===== config.mk =====
export PLATFORM = sky130hd
export DESIGN_NAME = core_axil_master
export DESIGN_NICKNAME = d
export VERILOG_FILES = /design/src/rtl/core_axil_master.sv
export SDC_FILE = /design/constraint.sdc
export NUM_CORES = 1
export LEC_CHECK = 0
export ABC_CLOCK_PERIOD_IN_PS = 1600
export BUFFER_PORTS_ARGS = -buffer_cell sky130_fd_sc_hd__buf_2
export CORE_AREA = 2 2 134 136
export CTS_CLUSTER_DIAMETER = 80
export DETAILED_ROUTE_END_ITERATION = 10
export DIE_AREA = 0 0 136 138
export GPL_TIMING_DRIVEN = 0
export SLEW_MARGIN = 20
export SYNTH_ARGS = -nofsm -noshare
export SYNTH_HDL_FRONTEND = slang
export SYNTH_SLANG_ARGS = --single-unit

===== constraint.sdc =====
create_clock -name aclk -period 1.6 [get_ports aclk]
set_input_delay 0.08 -clock aclk [delete_from_list [all_inputs] [get_ports aclk]]
set_output_delay 0.08 -clock aclk [all_outputs]
set_load 0.05 [all_outputs]

===== src/rtl/core_axil_master.sv =====
// core_axil_master: turns a single-outstanding core load/store request into
// one AXI4-Lite read or write and returns a one-cycle response pulse.
// A saturating counter tracks non-OKAY responses for debug.
module core_axil_master #(
  parameter int ADDR_WIDTH    = 32,
  parameter int DATA_WIDTH    = 32,
  parameter int ERR_CNT_WIDTH = 8
) (
  input  logic                      aclk,
  input  logic                      arst_n,
  // core request
  input  logic                      core_req_valid,
  output logic                      core_req_ready,
  input  logic                      core_req_write,
  input  logic                      core_req_priv,
  input  logic [ADDR_WIDTH-1:0]     core_req_addr,
  input  logic [DATA_WIDTH-1:0]     core_req_wdata,
  input  logic [DATA_WIDTH/8-1:0]   core_req_wstrb,
  // core response
  output logic                      core_rsp_valid,
  output logic [DATA_WIDTH-1:0]     core_rsp_rdata,
  output logic                      core_rsp_error,
  output logic [ERR_CNT_WIDTH-1:0]  err_count,
  // AXI4-Lite write address
  output logic [ADDR_WIDTH-1:0]     M_AXI_awaddr,
  output logic [2:0]                M_AXI_awprot,
  output logic                      M_AXI_awvalid,
  input  logic                      M_AXI_awready,
  // AXI4-Lite write data
  output logic [DATA_WIDTH-1:0]     M_AXI_wdata,
  output logic [DATA_WIDTH/8-1:0]   M_AXI_wstrb,
  output logic                      M_AXI_wvalid,
  input  logic                      M_AXI_wready,
  // AXI4-Lite write response
  input  logic [1:0]                M_AXI_bresp,
  input  logic                      M_AXI_bvalid,
  output logic                      M_AXI_bready,
  // AXI4-Lite read address
  output logic [ADDR_WIDTH-1:0]     M_AXI_araddr,
  output logic [2:0]                M_AXI_arprot,
  output logic                      M_AXI_arvalid,
  input  logic                      M_AXI_arready,
  // AXI4-Lite read data
  input  logic [DATA_WIDTH-1:0]     M_AXI_rdata,
  input  logic [1:0]                M_AXI_rresp,
  input  logic                      M_AXI_rvalid,
  output logic                      M_AXI_rready
);

  localparam logic [1:0] RESP_OKAY = 2'b00;

  typedef enum logic [2:0] {
    IDLE,
    WR_REQ,
    WR_RESP,
    RD_ADDR,
    RD_DATA,
    RESP
  } state_t;

  state_t state_reg, state_next;
  logic   aw_pend_reg, aw_pend_next;
  logic   w_pend_reg, w_pend_next;

  logic [ADDR_WIDTH-1:0]    addr_reg;
  logic [DATA_WIDTH-1:0]    wdata_reg;
  logic [DATA_WIDTH/8-1:0]  wstrb_reg;
  logic                     write_reg;
  logic                     priv_reg;
  logic [DATA_WIDTH-1:0]    rdata_reg;
  logic [1:0]               resp_reg;
  logic [ERR_CNT_WIDTH-1:0] err_count_reg;
  // Low throughout reset and for the first edge after it, so the core never
  // sees ready while the bridge is being held in reset.
  logic                     out_of_reset_reg;

  logic req_fire, aw_fire, w_fire;

  assign req_fire = core_req_valid && core_req_ready;
  assign aw_fire  = M_AXI_awvalid && M_AXI_awready;
  assign w_fire   = M_AXI_wvalid && M_AXI_wready;

  // Handshake and channel controls are pure decodes of registered state.
  assign core_req_ready = (state_reg == IDLE) && out_of_reset_reg;
  assign M_AXI_awvalid  = (state_reg == WR_REQ) && aw_pend_reg;
  assign M_AXI_wvalid   = (state_reg == WR_REQ) && w_pend_reg;
  assign M_AXI_bready   = (state_reg == WR_RESP);
  assign M_AXI_arvalid  = (state_reg == RD_ADDR);
  assign M_AXI_rready   = (state_reg == RD_DATA);

  // Address/data/strobe come straight from the request latches so they are
  // stable for the whole time the matching valid is held.
  assign M_AXI_awaddr = addr_reg;
  assign M_AXI_araddr = addr_reg;
  assign M_AXI_wdata  = wdata_reg;
  assign M_AXI_wstrb  = wstrb_reg;
  assign M_AXI_awprot = {2'b00, priv_reg};
  assign M_AXI_arprot = {2'b00, priv_reg};

  // Any non-OKAY response (EXOKAY included) is an error; data is only
  // forwarded for a successful load.
  assign core_rsp_valid = (state_reg == RESP);
  assign core_rsp_error = (resp_reg != RESP_OKAY);
  assign core_rsp_rdata = (!write_reg && (resp_reg == RESP_OKAY)) ? rdata_reg : '0;
  assign err_count      = err_count_reg;

  // State and outstanding-channel flags.
  always_ff @(posedge aclk) begin
    if (!arst_n) begin
      state_reg   <= IDLE;
      aw_pend_reg <= 1'b0;
      w_pend_reg  <= 1'b0;
    end else begin
      state_reg   <= state_next;
      aw_pend_reg <= aw_pend_next;
      w_pend_reg  <= w_pend_next;
    end
  end

  // Next-state logic; AW and W retire independently in WR_REQ.
  always_comb begin
    state_next   = state_reg;
    aw_pend_next = aw_pend_reg;
    w_pend_next  = w_pend_reg;
    case (state_reg)
      IDLE: begin
        if (req_fire) begin
          if (core_req_write) begin
            state_next   = WR_REQ;
            aw_pend_next = 1'b1;
            w_pend_next  = 1'b1;
          end else begin
            state_next = RD_ADDR;
          end
        end
      end
      WR_REQ: begin
        if (aw_fire) aw_pend_next = 1'b0;
        if (w_fire)  w_pend_next  = 1'b0;
        if (!aw_pend_next && !w_pend_next) state_next = WR_RESP;
      end
      WR_RESP: if (M_AXI_bvalid) state_next = RESP;
      RD_ADDR: if (M_AXI_arready) state_next = RD_DATA;
      RD_DATA: if (M_AXI_rvalid) state_next = RESP;
      RESP:    state_next = IDLE;
      default: state_next = IDLE;
    endcase
  end

  // Request latches, response capture on the B/R handshake, error counter.
  always_ff @(posedge aclk) begin
    if (!arst_n) begin
      addr_reg         <= '0;
      wdata_reg        <= '0;
      wstrb_reg        <= '0;
      write_reg        <= 1'b0;
      priv_reg         <= 1'b0;
      rdata_reg        <= '0;
      resp_reg         <= RESP_OKAY;
      err_count_reg    <= '0;
      out_of_reset_reg <= 1'b0;
    end else begin
      out_of_reset_reg <= 1'b1;
      if (req_fire) begin
        addr_reg  <= core_req_addr;
        wdata_reg <= core_req_wdata;
        wstrb_reg <= core_req_wstrb;
        write_reg <= core_req_write;
        priv_reg  <= core_req_priv;
      end
      if (M_AXI_bvalid && M_AXI_bready) begin
        resp_reg <= M_AXI_bresp;
      end
      if (M_AXI_rvalid && M_AXI_rready) begin
        rdata_reg <= M_AXI_rdata;
        resp_reg  <= M_AXI_rresp;
      end
      if (core_rsp_valid && core_rsp_error && (err_count_reg != '1)) begin
        err_count_reg <= err_count_reg + ERR_CNT_WIDTH'(1);
      end
    end
  end

endmodule


; ---- Word level (Yosys, flattened, before mapping)
; Index checks and enable logic that the tools add are counted.
[classes]
reduce_logical = 22
addsub = 1
eq_ne = 12
muxes = 19
[ops]
columns = operator, n
row1 = $mux 32, 1
row2 = $mux 3, 5
row3 = $pmux 3 s5, 1
row4 = $logic_and 1x1->1, 12
row5 = $add 8x1->8 const B, 1
row6 = $ne 2x2->1 const B, 4
row7 = $ne 8x8->1 const B, 1
row8 = $mux 1, 7
row9 = $eq 3x2->1 const B, 2
row10 = $eq 3x3->1 const B, 2
row11 = $mux 2, 3
row12 = $reduce_bool 2->1, 3
row13 = $reduce_and 5->1, 1
row14 = $ne 2x1->1 const B, 2
row15 = $pmux 1 s2, 2
row16 = $eq 3x1->1 const B, 1
row17 = $logic_not 1->1, 3
row18 = $logic_not 3->1, 1
row19 = $reduce_and 3->1, 1
row20 = $logic_not 2->1, 1
[totals]
output_inout_bits = 154
reg_bits = 118
word_cells = 66

; ---- Longest topological paths before layout
[depth]
word_depth = 9
mapped_depth = 8
mapped_depth_nobuf = 5

; ---- Worst setup path before layout
; No wires, ideal clock.
[synth_path]
kind = flip-flop to flip-flop
start = register state_reg[1]
end = register err_count_reg[6], in the netlist err_count[6]
stages_incl_launch_ff = 8
setup_time_ns = 0.116
required_ns = 1.484
synth_period_minus_slack_ns = 1.715
slack_ns = -0.115
t_arrival_ns = 1.599
cell_sequence = dfxtp_1 -> buf_2 -> nand3b_1 -> inv_1 -> and3_1 -> clkbuf_1 -> nand4_1 -> and3b_1
[synth_between]
elab_chain_cells = 3
[synth_lines]
columns = item, line
row1 = "start, declared", 61  ; state_t state_reg, state_next;
row2 = "start signal, assigned", 114  ; state_reg <= state_next;
row3 = $eq 3x3->1, 102  ; assign core_rsp_valid = (state_reg == RESP);
row4 = named net core_rsp_valid, 20  ; output logic core_rsp_valid,
row5 = $logic_and 1x1->1 (2 in series), 178  ; if (core_rsp_valid && core_rsp_error && (err_count_reg != '1)) begin
row6 = "end signal, assigned", 179  ; err_count_reg <= err_count_reg + ERR_CNT_WIDTH'(1);
row7 = "end, declared", 72  ; logic [ERR_CNT_WIDTH-1:0] err_count_reg;
; The timed path passes the listed nets, and every way through them passes these cells.
; A chain may end at the register's enable or synchronous reset.

; ---- Final worst setup path
[layout_path]
start = register resp_reg[1]
end = output port core_rsp_rdata[11]
[layout_between]
elab_chain_cells = 3
[layout_lines]
columns = item, line
row1 = "start, declared", 71  ; logic [1:0] resp_reg;
row2 = "start signal, assigned", 172  ; resp_reg <= M_AXI_bresp;
row3 = "start signal, assigned", 176  ; resp_reg <= M_AXI_rresp;
row4 = $logic_not 2->1, 104  ; assign core_rsp_rdata = (!write_reg && (resp_reg == RESP_OKAY)) ? rdata_reg : '0;
row5 = $logic_and 1x1->1, 104
row6 = $mux 32, 104
row7 = "end, declared", 21  ; output logic [DATA_WIDTH-1:0] core_rsp_rdata,
; Every way passes these cells.

==> out/summary.txt <==
Yosys cell types - 39
LEAKAGE - 4.62 nW
Area of the mapped netlist - 5110 µm²
Slew @ Worst Pin - 0.812 ns
Multi-input gate area - 2630 µm²
Fin crit share - 107%
Die W - 136 µm
Nets - 1162
Antenna viol nets, final - 0
WL final - 18900 µm
P per Cell Area - 1320 nW/µm²
Worst Path Required - 1.52 ns
Hold Crit Class - in -> reg
Reg area - 2370 µm²
Global placement routability congestion - 0.765
Initial antenna violation count - 0
DR iter-0 viols - 214
Reg2reg start - state_reg[2]
CP arrival - 1.63 ns
Min-Delay Endpoint - aw_pend_reg
Final setup violating endpoints - 52
Min Hold Slack - 0.0632 ns
Final std cells w/o fill - 1288
WL per Instance - 14.7 µm
Detail Placement HPWL - 11800 µm
Fmax - 584 MHz
H-tree depth - 4
Register area share after synthesis - 46.2%
Via density - 4.43
Total GRT Usage - 19.0%
Slew HR - 45.8%
First-pass GRT wire length - 28100 µm
MaxCap Viol Count - 0
Hold Startpoint - M_AXI_awready
Worst Clk Skew - 0.0127 ns
Row count - 49
TritonCTS Buffers - 17
Max Buffers Root-to-Sink - 2
DRC - 0
Die area - 18800 µm²
Crit start category - flop
Post-Syn Instances - 623
Fin. Hold Viols - 0
# fillers - 1564
Crit Path Class - reg -> out
Clock latency on the worst-skew pair - 0.41 ns
Peak supply drop - 0.690 mV
Via count - 5712
Fraction of final layout cells sized beyond drive strength 1 - 45.8%
# clock sinks - 118
Worst Setup End Kind - primary output
Fin worst setup slack - -0.113 ns
Worst Path Max Fanout - 8
Core footprint - 17500 µm²
CTS tree - done
Final-report max-slew violation count - 0
R2R depth - 8
Leading cell type in the layout, fill and taps excluded - buf_2
Clk pin slew, worst setup/hold paths - 0.05 ns
Syn avg cell area - 8.21 µm²
IO Pins - 268
# port buffers - 263
Initial Util - 29.2%
Violated checks - setup timing
Diodes inserted - 0
Area delta synth->final - 91.1%
Die height - 138 µm
Flop2flop setup slack - -0.07 ns
Worst r2r dst - rdata_reg[8]
Synthesis Warnings - 0
DRT Pass-1 Iters - 4
Vias in the first global route - 5646
Status - finished, violations left
Yosys reg bits - 118
Largest net degree at the start of global routing - 17
RSZ-0062 raised after global routing - yes
Hold path depth - 4
Most frequent cells in the layout - 226 x buf_2, 190 x nand2_1, 113 x dfxtp_1
GRT Residual Overflow - 0
CTS root buffer - clkbuf_16
DP Cell Count - 1118
Final Critical Period - 1.71 ns
==> area by class of cell <==
cell class              count  area share (%)
multi-input cells         422            26.9
inverters                   7           0.358
flip-flops and latches    118            24.3
plain buffers              76            6.50
clock inverters             8            1.49
clock buffers              23            4.99
repair buffers            405            32.6
well taps                 229            2.93
==> where the power goes <==
| group | internal [mW] | switching (mW) |
|---|---|---|
| Sequential | 3.27 | 0.233 |
| Clock | 2.76 | 1.35 |
| Combinational | 2.24 | 3.08 |
| Total | 8.27 | 4.66 |
==> routing by layer <==
metal | routed length [µm] | GRT usage [%] | vias to the layer above
met1 | 7440 | 20.6 | 2645
met4 | 243 | 4.93 | 0
met2 | 10100 | 35.8 | 214
met3 | 1140 | 5.10 | 21
li1 | - | - | 2832
met5 | 0 | 0 | -
==> cell usage after synthesis (all sizes together) <==
cell type    n  area share [%]
a21boi     105              15
a21oi        2            0.20
a221o        1            0.20
a311oi       1            0.17
a31oi        4            0.49
and2        36             4.5
and3         8            0.98
and3b        2            0.34
and4b        1            0.20
buf         52             7.4
clkbuf      27             2.0
conb         1           0.073
dfxtp      118              46
ha           1            0.24
inv          7            0.51
mux2         1            0.22
mux2i        2            0.39
nand2      217              16
nand2b       2            0.24
nand3        5            0.49
nand3b       4            0.59
nand4        2            0.24
nor2         6            0.44
nor2b        1            0.12
nor3         2            0.29
nor3b        1            0.15
o2111ai      1            0.17
o211a        3            0.59
o21ai        6            0.59
o221a        1            0.22
o22ai        1            0.12
or3b         1            0.17
xor2         1            0.17
==> worst max-delay path, stage by stage, from the launching register on <==
cell and delay (ns):
dfxtp_2 0.33, nor2_4 0.15, inv_4 0.06, nor2_4 0.10
buf_12 0.15, clkbuf_8 0.14, and2_4 0.14, buf_8 0.14
==> worst max-delay path by stage <==
| stage | start | end | cells after the start |
|---|---|---|---|
| after floorplan | state_reg[1] | err_count[4] | 7 |
| after global placement | resp_reg[1] | core_rsp_rdata[24] | 6 |
| after detailed placement | resp_reg[1] | core_rsp_rdata[24] | 6 |
| after CTS | resp_reg[0] | core_rsp_rdata[24] | 7 |
| after global routing | resp_reg[1] | core_rsp_rdata[7] | 7 |
| final | resp_reg[1] | core_rsp_rdata[11] | 7 |
==> what timing repair did <==
item / in CTS / in global routing
gates cloned: 6 / 3
endpoints found under the hold margin: 107 / 0
pin swaps: 34 / 54
resized for setup: 187 / 162
setup buffers: 11 / 17
setup endpoints to repair: 142 / 150
hold buffers: 107 / 0
==> logic make-up (layout without fill, tap and decap cells) <==
logic type                 Yosys count  count (layout)  share of synthesized area (%)
buffers and inverters               86             519                           9.91
and+or+nand+nor                    288             288                           24.6
DFF                                118             118                           46.2
xor gates and xnor gates             1               1                          0.171
AOI/OAI and AO/OA                  125             125                           18.2
adders and majority gates            1               1                          0.245
other                                1               4                         0.0733
muxes                                3               3                          0.612
==> stage by stage <==
| stage | utilization [%] | setup TNS (ns) | area [µm²] | setup slack [ns] | total power, mW |
|---|---|---|---|---|---|
| 2_1_floorplan | - | -0.310 | 5180 | -0.0910 | 6.13 |
| 3_5_place_dp | 38.7 | -40.67 | 6780 | -0.486 | 7.11 |
| 3_3_place_gp | 38.7 | -37.95 | 6780 | -0.489 | 7.09 |
| 6_report | 55.7 | -3.44 | 9770 | -0.113 | 12.9 |
| 5_1_grt | 55.7 | -9.62 | 9770 | -0.181 | 13.5 |
| 4_1_cts | 52.4 | -4.75 | 9200 | -0.148 | 12.3 |
Note: power is estimated with default switching activity, not from simulation.
